==> src/rtl/shr8_serial.sv <==
// rtl/shr8_serial.sv - sequential right shifter (LSR/ASR, ROR when SHR8_ROR_EN), one bit per clock
// Optional rotate mode is enabled by defining SHR8_ROR_EN.
module shr8_serial #(
  parameter int WIDTH   = 8,
  parameter int SHAMT_W = 3
) (
  input  logic               clk,
  input  logic               reset,
  input  logic               start,
  input  logic [WIDTH-1:0]   d_in,
  input  logic [SHAMT_W-1:0] shamt,
  input  logic [1:0]         op,
  output logic [WIDTH-1:0]   d_out,
  output logic               busy,
  output logic               done
);

  typedef enum logic [1:0] {
    S_IDLE  = 2'd0,
    S_SHIFT = 2'd1,
    S_DONE  = 2'd2
  } state_t;

  state_t             state, state_n;
  logic [WIDTH-1:0]   data, data_n;
  logic [SHAMT_W-1:0] cnt, cnt_n;
  logic [1:0]         op_r, op_r_n;

  // Only the fill bit entering at the top differs between modes.
  function automatic logic [WIDTH-1:0] shift1(input logic [WIDTH-1:0] v, input logic [1:0] m);
    logic fill;
    fill = 1'b0;
    case (m)
      2'b01:   fill = v[WIDTH-1];
`ifdef SHR8_ROR_EN
      2'b10:   fill = v[0];
`endif
      default: fill = 1'b0;
    endcase
    return {fill, v[WIDTH-1:1]};
  endfunction

  always_ff @(posedge clk or posedge reset) begin
    if (reset) begin
      state <= S_IDLE;
      data  <= '0;
      cnt   <= '0;
      op_r  <= 2'b00;
    end else begin
      state <= state_n;
      data  <= data_n;
      cnt   <= cnt_n;
      op_r  <= op_r_n;
    end
  end

  always_comb begin
    state_n = state;
    data_n  = data;
    cnt_n   = cnt;
    op_r_n  = op_r;
    case (state)
      S_IDLE, S_DONE: begin
        if (start) begin
          state_n = S_SHIFT;
          data_n  = d_in;
          cnt_n   = shamt;
          op_r_n  = op;
        end else begin
          state_n = S_IDLE;
        end
      end
      S_SHIFT: begin
        // The count never underflows: the cnt==0 cycle only hands over to DONE.
        if (cnt != '0) begin
          data_n = shift1(data, op_r);
          cnt_n  = cnt - 1'b1;
        end else begin
          state_n = S_DONE;
        end
      end
      default: state_n = S_IDLE;
    endcase
  end

  assign d_out = data;
  assign busy  = (state == S_SHIFT);
  assign done  = (state == S_DONE);

endmodule
==> config.mk <==
export PLATFORM = sky130hd
export DESIGN_NAME = shr8_serial
export DESIGN_NICKNAME = d
export VERILOG_FILES = /design/src/rtl/shr8_serial.sv
export SDC_FILE = /design/constraint.sdc
export NUM_CORES = 1
export LEC_CHECK = 0
export CAP_MARGIN = 20
export CORE_ASPECT_RATIO = 1.4
export CORE_MARGIN = 2
export CORE_UTILIZATION = 40
export DETAILED_ROUTE_END_ITERATION = 8
export PLACE_DENSITY = 0.81
export SLEW_MARGIN = 25
export SYNTH_ARGS = -nofsm -noshare
export SYNTH_HDL_FRONTEND = slang
export SYNTH_SLANG_ARGS = --single-unit
==> constraint.sdc <==
create_clock -name clk -period 3 [get_ports clk]
set_clock_uncertainty 0.1 [all_clocks]
set_input_delay 0.6 -clock clk [delete_from_list [all_inputs] [get_ports clk]]
set_output_delay 0.6 -clock clk [all_outputs]
set_load 0.03 [all_outputs]
Yosys cells after proc, flatten, opt, wreduce, memory -nomap -nowiden
Index checks and enable logic that the tools add are counted.
{ "op_classes": {"reduce_logical": 7, "eq_ne": 7, "n_mux": 10, "addsub": 1} }
{ "ops": {"columns": ["cell", "count"], "rows": [
  ["8-bit 2-to-1 mux", 2],
  ["8-bit case mux with 2 select lines", 1],
  ["3-bit 2-to-1 mux", 2],
  ["2-bit != test, second input constant", 3],
  ["3-bit case mux with 2 select lines", 1],
  ["2-bit by 1-bit equality test with 1-bit output, second input constant", 2],
  ["2-bit case mux with 2 select lines", 1],
  ["4-bit AND reduction", 1],
  ["3-bit AND reduction", 1],
  ["3-bit nonzero test", 1],
  ["3-bit by 1-bit subtractor with 3-bit output, second input constant", 1],
  ["2-bit equality test, second input constant", 1],
  ["2-bit zero test", 1],
  ["1-bit 2-to-1 mux", 2],
  ["2-bit 2-to-1 mux", 1],
  ["2-bit by 1-bit != test with 1-bit output, second input constant", 1],
  ["2-bit AND reduction", 1],
  ["2-bit nonzero test", 1],
  ["2-bit OR reduction", 1]
]} }
{ "word_totals": {"reg_bits": 15, "output_inout_bits": 10, "in_bits": 16} }

Logic depth before layout (Yosys ltp)
{ "logic_depth": {"depth_word": 4, "ltp_mapped": 5, "mapped_depth_nobuf": 5} }

Least setup slack after synthesis
OpenSTA, ideal clock, no wires.
{ "synth_path": {"path_kind": "flip-flop to output port", "from": "register state[1]", "to": "output busy", "stages_incl_launch_ff": 5, "setup_slack_ps": 1327, "arrival_time_ps": 973, "path_buffers": 2, "path_cell_list": "dfrtp_1 > nand2b_1 > buf_6 > buf_8 > inv_1"} }
{ "synth_via": {"elab_chain_cells": 1} }
{ "synth_rtl": {"columns": ["element", "line", "source"], "rows": [
  ["start: declaration", "24", "state_t state, state_n;"],
  ["start signal: assignment", "50", "state <= state_n;"],
  ["2-bit by 1-bit equality test with 1-bit output", "87", "assign busy = (state == S_SHIFT);"],
  ["end: declaration", "14", "output logic busy,"]
]} }
Every way passes these cells.

Worst setup path after layout
{ "layout_path": {"from": "register state[0]", "to": "output done"} }
{ "layout_via": {"elab_chain_cells": 1} }
{ "layout_rtl": {"columns": ["element", "line", "source"], "rows": [
  ["2-bit equality test", "88", "assign done = (state == S_DONE);"],
  ["end: declaration", "15", "output logic done"]
]} }
Every way passes these cells.

==> results.md <==
- Core area: 1930 sq um
- Drt wl/cell: 12.9 um
- Vias in the first global route: 606
- DR iter-0 viols: 7
- Gr usage total: 0.140
- Max FO, Critical Path: 6
- Initial core utilization: 0.418
- Worst Hold Class: flop to flop
- Pins Over Slew Limit: 0
- Met3 routed WL: 75 um
- Tightest Pin Transition: 569 ps
- DIE HEIGHT: 57.1 um
- Cell taking the most area after synthesis: dfrtp_1
- Hold_buf cts: 0
- Rows: 19
- Post-Route Utilization: 0.566
- Die area: 2390 sq um
- Layout cells sized above 1: 0.237
- Status: finished clean
- First-pass GRT wire length: 2.59 mm
- Area delta synth->final: 35.5%
- Via density: 4.99
- Post_cts resized: 0
- CTS Buf Count: 3
- Top_reg_cell synth: dfrtp_1
- CTS tree: done
- Final number of setup-violating endpoints: 0
- Peak supply drop: 0.000718 V
- Fmax: 432 MHz
- Syn nets: 83
- P per Cell Area: 1200 nW/um^2
- Period minus WS final: 2320 ps
- DR vias: 569
- Max_cap viols: 0
- CP arrival: 1620 ps
- Leak pwr: 0.503 nW
- Tcrit/Tclk final: 0.772
- DR pass1 iterations: 2
- Post-synth top area share: 0.467
- DIE WIDTH: 41.9 um
- Detailed placement HPWL: 1.12 mm
- Async set-or-reset flop fraction in the synthesized netlist: 1.00
- Crit. End Element: primary output
- Setup TNS: 0 ps
- Main area contributors after synthesis: dfrtp_1 (47%), mux2_2 (11%), mux2_4 (11%)
- EDFF count, synth: 0
- Final antenna-violating net count: 0
- Initial antenna violation count: 0
- Avg Cell Area, Syn: 12.4 sq um
- N_diodes: 0
- Final WL: 1.48 mm
- Slew HR: 0.620
- Io pins: 26
- Gr ovfl total: 0
- Yosys cell types: 23
- Sequential fraction of the synthesis area: 0.467
- Clock sinks: 15
- DR WL met2: 725 um
- Most frequent cells after synthesis: dfrtp_1 (15), mux2_2 (8), nand2_1 (8), mux2_4 (6), inv_1 (5)
- Pwr Total: 1.31 mW
- Post-layout net count: 112
- Root Driver: clkbuf_4
- Postcts setup bufs: 0
- Final Hold Viols: 0
- # H-tree levels: 1
- Pin count of the biggest net entering global routing: 16
- Top sig layer: met4
- Clock slew at reported path FFs: 90 ps
- WL met1: 653 um
- YS warnings: 0
- Critical path class: flop to primary output
- Clock buffer depth: 2
- Yosys reg bits: 15
- DRC: 0
- Synth Cell Area: 805 sq um
- Worst skew pair latency: 290 ps
- Type of origin of the critical path: flop
- Count leader, synth: dfrtp_1
- Cells after Synth: 65
- RSZ-0062 raised after global routing: no
- FILL cells: 177
- Routability Congestion: 0.760
- PortBufs: 25
- CP required: 2300 ps
[layout make-up]
type,count,area [sq um],share of cell area
multi-input cells,43,384,0.352
well taps,21,26.3,0.0241
repair buffers,26,258,0.237
flip-flops and latches,15,375,0.344
inverters,5,18.8,0.0172
clock inverters,1,5.00,0.00459
clock buffers,3,22.5,0.0207
[where the power goes]
part           leakage (nW)  total, mW  switching (mW)  internal [mW]
Sequential            0.182      0.379          0.0702          0.309
Clock                0.0177      0.119          0.0691         0.0496
Combinational         0.304      0.808           0.382          0.427
Total                 0.503       1.31           0.521          0.785
[per-stage QoR]
stage                     worst slack (ps)  hold slack, ps  cell area, sq um  cells
final                                  683             388              1090    114
after global routing                   632             445              1090    114
after detailed placement               932             376              1060    110
after CTS                              678             397              1090    114
after global placement                 974             359              1060    110
after floorplan                       1330             338               805     65
[flip-flops by register name (all words and copies together), names as in the netlist]
signal and count:
op_r 2, state 2, d_out 8, cnt 3
[cells in the final DEF (no fill, tap or decap), types with 2 or more instances in the layout]
master	synthesis	layout
clkbuf_4	0	3
dfrtp_1	15	15
mux2_2	8	8
and2b_1	2	2
o211ai_1	2	2
mux2_4	6	6
ha_1	2	2
inv_1	5	5
nand2b_1	3	3
clkdlybuf4s50_1	0	25
nand2_1	8	8
[critical path, cell delays in order (launching register included)]
cell and delay, ps:
dfrtp_1 440, and2b_2 230, clkdlybuf4s50_1 660
[cells by family (layout without fill, tap and decap cells)]
family	Yosys count	count (layout)	synth area share
mux	15	15	0.236
flops	15	15	0.467
fa+ha+maj	2	2	0.0311
compound gates	6	6	0.0700
simple gates	19	19	0.129
xor+xnor	1	1	0.0109
buf+inv	7	35	0.0560
[metal layers]
metal	up-vias	global-route usage
li1	279	-
met1	270	0.167
met2	17	0.246
met3	3	0.0253
met4	0	0.0553
met5	-	0
[path summary, 6_finish.rpt]
path	cells after the start	to	slack, ps	startpoint
setup / recovery	2	done	680	state[0]
hold / removal	2	op_r[1]	390	op_r[1]
setup reg to reg	5	d_out[3]	1230	cnt[0]
hold reg to reg	2	op_r[1]	390	op_r[1]
max in group asynchronous	2	d_out[6]	1870	reset
min in group asynchronous	2	d_out[5]	550	reset
No activity file was read; power rests on OpenSTA's default activity.
